File: src/rtl/lab3_dg_keyscan.sv
// lab3_dg_keyscan: 4x4 keypad column scanner with press/release debounce.
// Define LAB3_KEY_REPEAT_EN to add auto-repeat strobes while a key is held.
module lab3_dg_keyscan #(
  parameter int SCAN_DIV     = 24000,
  parameter int DEBOUNCE_CNT = 480000,
  parameter int REPEAT_CNT   = 12000000
) (
  input  logic       int_osc,
  input  logic       reset,
  input  logic [3:0] row,
  output logic [3:0] cols,
  output logic [7:0] keypress,
  output logic       new_key,
  output logic       busy
);

  localparam logic [1:0] S_SCAN = 2'd0;
  localparam logic [1:0] S_DEB  = 2'd1;
  localparam logic [1:0] S_HELD = 2'd2;
  localparam logic [1:0] S_REL  = 2'd3;

  localparam int SW = $clog2(SCAN_DIV);
  localparam int DW = $clog2(DEBOUNCE_CNT);

  localparam logic [SW-1:0] SCAN_LAST = SW'(SCAN_DIV - 1);
  localparam logic [SW-1:0] SETTLE    = SW'(2);
  localparam logic [DW-1:0] DB_LAST   = DW'(DEBOUNCE_CNT - 1);

  if (SCAN_DIV < 4 || DEBOUNCE_CNT < 2 || REPEAT_CNT < 2) begin : g_bad_param
    $error("lab3_dg_keyscan: parameter out of range");
  end

  logic [1:0]    state;
  logic [3:0]    rs1;
  logic [3:0]    rs;
  logic [3:0]    cand;
  logic [SW-1:0] scan_cnt;
  logic [DW-1:0] db_cnt;
  logic [3:0]    cols_nx;
  logic          idle;
  logic          match;

`ifdef LAB3_KEY_REPEAT_EN
  localparam int RW = $clog2(REPEAT_CNT + 1);
  localparam logic [RW-1:0] REP_LAST = RW'(REPEAT_CNT - 1);
  logic [RW-1:0] rep_cnt;
  logic          acc;
`endif

  assign cols_nx = {cols[2:0], cols[3]};
  assign idle    = (rs == 4'hF);
  assign match   = (rs == cand);
  assign busy    = (state != S_SCAN);

  always_ff @(posedge int_osc) begin
    if (reset) begin
      rs1 <= 4'hF;
      rs  <= 4'hF;
    end else begin
      rs1 <= row;
      rs  <= rs1;
    end
  end

  always_ff @(posedge int_osc) begin
    if (reset) begin
      state    <= S_SCAN;
      cols     <= 4'b1110;
      scan_cnt <= '0;
      db_cnt   <= '0;
      cand     <= 4'hF;
      keypress <= 8'hFF;
      new_key  <= 1'b0;
`ifdef LAB3_KEY_REPEAT_EN
      rep_cnt  <= '0;
      acc      <= 1'b0;
`endif
    end else begin
      new_key <= 1'b0;
      unique case (state)
        S_SCAN: begin
          // rs still reflects the previous column for two cycles
          if (scan_cnt >= SETTLE && !idle) begin
            cand   <= rs;
            db_cnt <= '0;
            state  <= S_DEB;
          end else if (scan_cnt == SCAN_LAST) begin
            cols     <= cols_nx;
            scan_cnt <= '0;
          end else begin
            scan_cnt <= scan_cnt + SW'(1);
          end
        end
        S_DEB: begin
          if (idle) begin
            state    <= S_SCAN;
            cols     <= cols_nx;
            scan_cnt <= '0;
          end else if (!match) begin
            cand   <= rs;
            db_cnt <= '0;
          end else if (db_cnt == DB_LAST) begin
            if ($onehot(~cand)) begin
              keypress <= {cand, cols};
              new_key  <= 1'b1;
            end
            state <= S_HELD;
`ifdef LAB3_KEY_REPEAT_EN
            acc     <= $onehot(~cand);
            rep_cnt <= '0;
`endif
          end else begin
            db_cnt <= db_cnt + DW'(1);
          end
        end
        S_HELD: begin
          if (idle) begin
            db_cnt <= '0;
            state  <= S_REL;
`ifdef LAB3_KEY_REPEAT_EN
            rep_cnt <= '0;
          end else if (acc && match) begin
            if (rep_cnt == REP_LAST) begin
              rep_cnt <= '0;
              new_key <= 1'b1;
            end else begin
              rep_cnt <= rep_cnt + RW'(1);
            end
`endif
          end
        end
        S_REL: begin
          if (!idle) begin
            state <= S_HELD;
          end else if (db_cnt == DB_LAST) begin
            state    <= S_SCAN;
            cols     <= cols_nx;
            scan_cnt <= '0;
          end else begin
            db_cnt <= db_cnt + DW'(1);
          end
        end
        default: state <= S_SCAN;
      endcase
    end
  end

endmodule
File: config.mk
export PLATFORM = sky130hd
export DESIGN_NAME = lab3_dg_keyscan
export DESIGN_NICKNAME = d
export VERILOG_FILES = /design/src/rtl/lab3_dg_keyscan.sv
export SDC_FILE = /design/constraint.sdc
export NUM_CORES = 1
export LEC_CHECK = 0
export CAP_MARGIN = 10
export CORE_UTILIZATION = 56
export DETAILED_ROUTE_END_ITERATION = 12
export PLACE_DENSITY = 0.76
export REMOVE_ABC_BUFFERS = 1
export SYNTH_ARGS = -nofsm -noshare
export SYNTH_HDL_FRONTEND = slang
export SYNTH_SLANG_ARGS = --single-unit
File: constraint.sdc
create_clock -name int_osc -period 4.1 [get_ports int_osc]
set_input_delay 0.82 -clock int_osc [delete_from_list [all_inputs] [get_ports int_osc]]
set_output_delay 0.82 -clock int_osc [all_outputs]
set_load 0.03 [all_outputs]
==> flow_summary.yaml, run 1 <==
timing:
  setup_viol: 0
  period_minus_slack_ns: 2.74
  relSlewSlack_pct: 24.2
  worst_slack_ns: 1.36
  timing.hold.ws_ns: 0.410
  slew_violations: 0
  tns_ns: 0
  hold_viol: 0
  post-route-period-util_pct: 66.8
  rsz0062_at_grt: "false"
  skew_ns: 0.00769
  fmax_ghz: 0.365
  worst_pin_slew_ns: 1.13
placed_design:
  place_congestion: 0.813
  dp_cells: 422
  place.port_buffers: 19
  hpwlAfterDp_um: 4220
  dp_slack_ns: 1.38
power_and_ir_drop:
  vdd_drop_max_mv: 0.312
  power_density_nw_per_um2: 464
  p_leak_nw: 1.25
layout:
  regArea_um2: 1220
  fill_cells: 441
  multi_input_area_um2: 1800
  area_delta_synth_final_pct: 13.6
  fin_nets: 375
  drive_gt1_share_pct: 15.5
  antenna_cells: 0
  final_cells: 438
global_routing:
  track_usage_pct: 23.7
  gr-usage-met3_pct: 7.98
  grt_pass1_vias: 2358
  grtUsageMet2_pct: 37.3
  use_met1_pct: 29.9
  grt_pass1_wl_um: 11100
  grt-busiest-layer: "met2"
  antenna_found_initial: 0
  grt.overflow.total: 0
  grt_max_degree: 36
die:
  core_um2: 5270
  ios: 20
  rows: 26
  initial_core_util_pct: 59.7
  die_h_um: 77.0
  dieArea_um2: 5930
  fp.dieW_um: 77.0
logic_synthesis:
  yosys-top-cells-count: "dfxtp_1, nor2_1, nand2_1"
  synth.avg_cell_area_um2: 9.10
  synth_cell_type_count: 55
  synth_seq_area_share_pct: 38.8
  synth.most_common_cell: "dfxtp_1"
  synth_warnings: 0
  yosys.area.top_type: "dfxtp_1"
  ys_ff_latch: 61
  ys_top_cells_by_area: "dfxtp_1, xnor2_1, nor2_1"
  synth_edf_count: 0
  syn_inst: 346
  syn_area_um2: 3150
  async_flop_share_pct: 0
  synth_top_flop_cell: "dfxtp_1"
  synth_top_area_share_pct: 38.8
cts:
  worstSkewPairLatency_ns: 0.34
  clk_pin_slew_ns: 0.07
  htree_levels: 3
  cts_tree: "done"
  ctsHoldBuffers: 0
  clkSinkCount: 61
  cts_buffers: 9
  cts_setup_buffers: 0
  clockBufferDepth: 2
  cts_resized: 0
  cts_root_buffer: "clkbuf_8"
routing:
  wire_per_inst_um: 14.4
  drt-vias-per-instance: 5.76
  routed_wl_um: 6310
  drtIter0Drc: 153
  drtPass1Iterations: 4
  vias: 2524
  remaining_drc_errors: 0
  antenna_left: 0
worst_setup_path:
  worst_ep_arrival_time_ns: 1.92
  start_kind: "flip-flop"
  worst-r2r-cell-count: 9
  critPathRequiredTime_ns: 3.28
  critPathKind: "reg2out"
  path_max_fanout: 12
  cp-end-kind: "primary output"
hold_path:
  hold_class: "reg2reg"
  hold_depth: 1
run:
  maxCapViolCount: 0
run_status:
  status: "complete, no violations"
==> sequential cells by signal, indices dropped and copies added (netlist names), 4 cells and up, named ones only <==
register,count
db_cnt,19
scan_cnt,15
keypress,8
cand,4
cols,4
rs1,4
rs,4
==> cell type report <==
class                           instances  area share [%]
Sequential cell                        61            34.2
Tap cell                               70            2.45
Inverter                               11            1.16
Timing Repair Buffer                   21            5.74
Clock inverter                          6            2.45
Clock buffer                           10            3.57
Multi-Input combinational cell        259            50.5
==> path summary, 6_finish.rpt <==
check,to,slack (ns),start
worst max register to register,keypress[0]$_SDFFE_PP1P_,1.45,cand[0]$_SDFFE_PP1P_
worst min-delay path,rs[3]$_SDFF_PP1_,0.41,rs1[3]$_SDFF_PP1_
worst max-delay path,busy,1.36,flip-flop
worst min register to register,rs[3]$_SDFF_PP1_,0.41,rs1[3]$_SDFF_PP1_
==> critical path, cell delays in order, from the launching register on <==
cell,delay (ns)
dfxtp_1,0.54
inv_1,0.24
nand2_1,0.12
clkdlybuf4s50_1,0.67
==> metal layers <==
metal,share of wire (%),wire (um)
met1,47,2980
met2,47,2960
met3,3.9,247
met4,1.7,109
met5,0,0
==> per-stage QoR <==
step	total power, mW	cell area (um^2)	utilization, %
after floorplan	0.983	3070	-
after global placement	1.07	3360	63.7
after detailed placement	1.09	3360	63.7
after CTS	1.67	3570	67.8
after global routing	1.75	3570	67.8
final	1.66	3570	67.8
==> cell usage in the layout, fill, tap and decap left out, drive strengths merged, types with 6 or more instances in the layout <==
| master | instances |
|---|---|
| a211o | 11 |
| a21oi | 18 |
| and3 | 7 |
| clkbuf | 10 |
| clkdlybuf4s50 | 19 |
| dfxtp | 61 |
| inv | 11 |
| nand2 | 27 |
| nand3 | 18 |
| nand4 | 11 |
| nor2 | 41 |
| nor2b | 11 |
| nor4 | 8 |
| o21ai | 8 |
| or2 | 9 |
| or3 | 9 |
| xnor2 | 23 |
| xor2 | 6 |
==> cells by family (layout without fill, tap and decap cells) <==
family | count (synthesis) | after routing | synth area share (%)
flops | 61 | 61 | 38.8
compound gates | 61 | 61 | 15.6
buf+inv | 26 | 48 | 3.90
fa+ha+maj | 6 | 6 | 2.62
xor+xnor | 29 | 29 | 8.07
simple gates | 161 | 161 | 30.4
mux | 2 | 2 | 0.636
==> power breakdown <==
part	internal (mW)	leakage [nW]	switching [mW]
sequential	0.634	0.496	0.0584
combinational	0.143	0.639	0.240
clock	0.342	0.110	0.241
total	1.12	1.25	0.538
Note: power is estimated with default switching activity, not from simulation.
==> run 2: changes to the inputs <==
==> constraint.sdc (replaced) <==
create_clock -name int_osc -period 2.75 [get_ports int_osc]
set_input_delay 0.55 -clock int_osc [delete_from_list [all_inputs] [get_ports int_osc]]
set_output_delay 0.55 -clock int_osc [all_outputs]
set_load 0.03 [all_outputs]
==> flow_summary.yaml, run 2 (synthesized netlist as in run 1, its figures left out) <==
hold_path:
  worstHoldStart: "rs1[0]$_SDFF_PP1_"
  whs_endpoint: "rs[0]$_SDFF_PP1_"
  hold_depth: 1
  hold_class: "reg2reg"
routing:
  drt-vias-per-instance: 5.69
  drtPass1Iterations: 4
  wl_met1_um: 3100
  vias: 2527
  wire_per_inst_um: 14.4
  remaining_drc_errors: 0
  maxUsedRoutingLayer: "met4"
  wl_met3_um: 213
  wl_met2_um: 2930
  drtIter0Drc: 154
  routed_wl_um: 6370
  antenna_left: 0
cts:
  worstSkewPairLatency_ns: 0.34
  clkSinkCount: 61
  ctsHoldBuffers: 0
  cts_setup_buffers: 0
  cts_tree: "done"
  cts_resized: 0
  clk_pin_slew_ns: 0.07
  cts_root_buffer: "clkbuf_8"
  htree_levels: 3
  cts_buffers: 9
  clockBufferDepth: 2
worst_setup_path:
  r2r_start: "cand[0]$_SDFFE_PP1P_"
  critPathRequiredTime_ns: 2.20
  path_cells: "inv_1 > nand2_1 > clkdlybuf4s50_1"
  reg2reg_slack_ns: 0.30
  worst-r2r-cell-count: 10
  critPathKind: "reg2out"
  max_stage_delay_ns: 0.68
  crit_slowest_cell: "clkdlybuf4s50_1"
  cp-end-kind: "primary output"
  r2r-end: "keypress[5]$_SDFFE_PP1P_"
  path_max_fanout: 12
  start_kind: "flip-flop"
  worst_ep_arrival_time_ns: 1.94
power_and_ir_drop:
  p_leak_nw: 1.27
  vdd_drop_max_mv: 0.530
  power_density_nw_per_um2: 682
die:
  dieArea_um2: 5930
  core_um2: 5270
  rows: 26
  ios: 20
  fp.dieW_um: 77.0
  die_h_um: 77.0
  initial_core_util_pct: 59.7
layout:
  fill_cells: 447
  fin_nets: 381
  area_delta_synth_final_pct: 14.9
  final_common_cell: "dfxtp_1"
  final_area_um2: 3620
  mostFrequentLayoutCells: "dfxtp_1, nor2_1, nand2_1"
  largest_reg_flops: 19
  largest_registers: "db_cnt: 19 flops, scan_cnt: 15 flops, keypress: 8 flops"
  drive_gt1_share_pct: 16.8
  antenna_cells: 0
  top_register: "db_cnt"
timing:
  period_minus_slack_ns: 2.49
  worst_slack_ns: 0.258
  relSlewSlack_pct: 60.2
  skew_ns: 0.00768
  fmax_ghz: 0.401
  tns_ns: 0
  setup_viol: 0
  post-route-period-util_pct: 90.6
  rsz0062_at_grt: "false"
  slew_violations: 0
  worst_pin_slew_ns: 0.597
  hold_viol: 0
placed_design:
  dp_slack_ns: 0.289
  placed_cell_area_um2: 3400
  hpwlAfterDp_um: 4390
  place.port_buffers: 19
  place_congestion: 0.838
global_routing:
  grt_max_degree: 34
  grt.overflow.total: 0
  track_usage_pct: 24.0
  grt_pass1_vias: 2424
  grt_pass1_wl_um: 11300
  antenna_found_initial: 0
run:
  maxCapViolCount: 0
run_status:
  status: "complete, no violations"
-- run 2: changes by cell type in the layout (fill, tap and decap cells not counted), sizes merged --
| cell | change |
|---|---|
| clkinv | -3 |
| bufinv | -1 |
| clkbuf | +3 |
| clkinvlp | +1 |
| buf | +6 |
-- run 2: layer usage --
metal	vias to the layer above	global-route usage, %
met3	12	5.36
met4	0	10.0
met1	1184	30.6
met2	52	38.9
li1	1279	-
met5	-	0
-- run 2: stage by stage --
stage          utilization, %  power [mW]  std cells  hold slack (ns)
2_1_floorplan               -        1.47        331            0.389
5_1_grt                  68.6        2.60        444            0.423
4_1_cts                  68.6        2.48        444            0.409
3_3_place_gp             64.6        1.63        428            0.393
6_report                 68.6        2.46        444            0.409
3_5_place_dp             64.6        1.64        428            0.392
-- run 2: report_power, final --
part / leakage (nW) / switching [mW] / internal [mW]
combinational: 0.670 / 0.371 / 0.235
clock: 0.106 / 0.340 / 0.491
sequential: 0.496 / 0.0812 / 0.946
total: 1.27 / 0.793 / 1.67
-- run 2: critical path: cells and delay by family (launching register included) --
family	cells	cell delay (ns)
simple gates	1	0.12
buf+inv	2	0.93
flops	1	0.56
-- run 2: layout make-up --
| type | instances | area, um^2 | share of cell area (%) |
|---|---|---|---|
| clock buffers | 13 | 169 | 4.67 |
| repair buffers | 27 | 250 | 6.92 |
| inverters | 11 | 41.3 | 1.14 |
| clock inverters | 3 | 42.5 | 1.18 |
| flip-flops and latches | 61 | 1220 | 33.8 |
| multi-input cells | 259 | 1800 | 49.9 |
| well taps | 70 | 87.6 | 2.42 |
-- run 2: worst max-delay path by stage --
stage / endpoint / slack (ns) / cells after the start
after floorplan: keypress[0]$_SDFFE_PP1P_ / 0.33 / 9
after global placement: keypress[4]$_SDFFE_PP1P_ / 0.37 / 10
after detailed placement: keypress[6]$_SDFFE_PP1P_ / 0.29 / 10
after CTS: busy / 0.26 / 3
after global routing: keypress[5]$_SDFFE_PP1P_ / 0.16 / 10
final: busy / 0.26 / 3
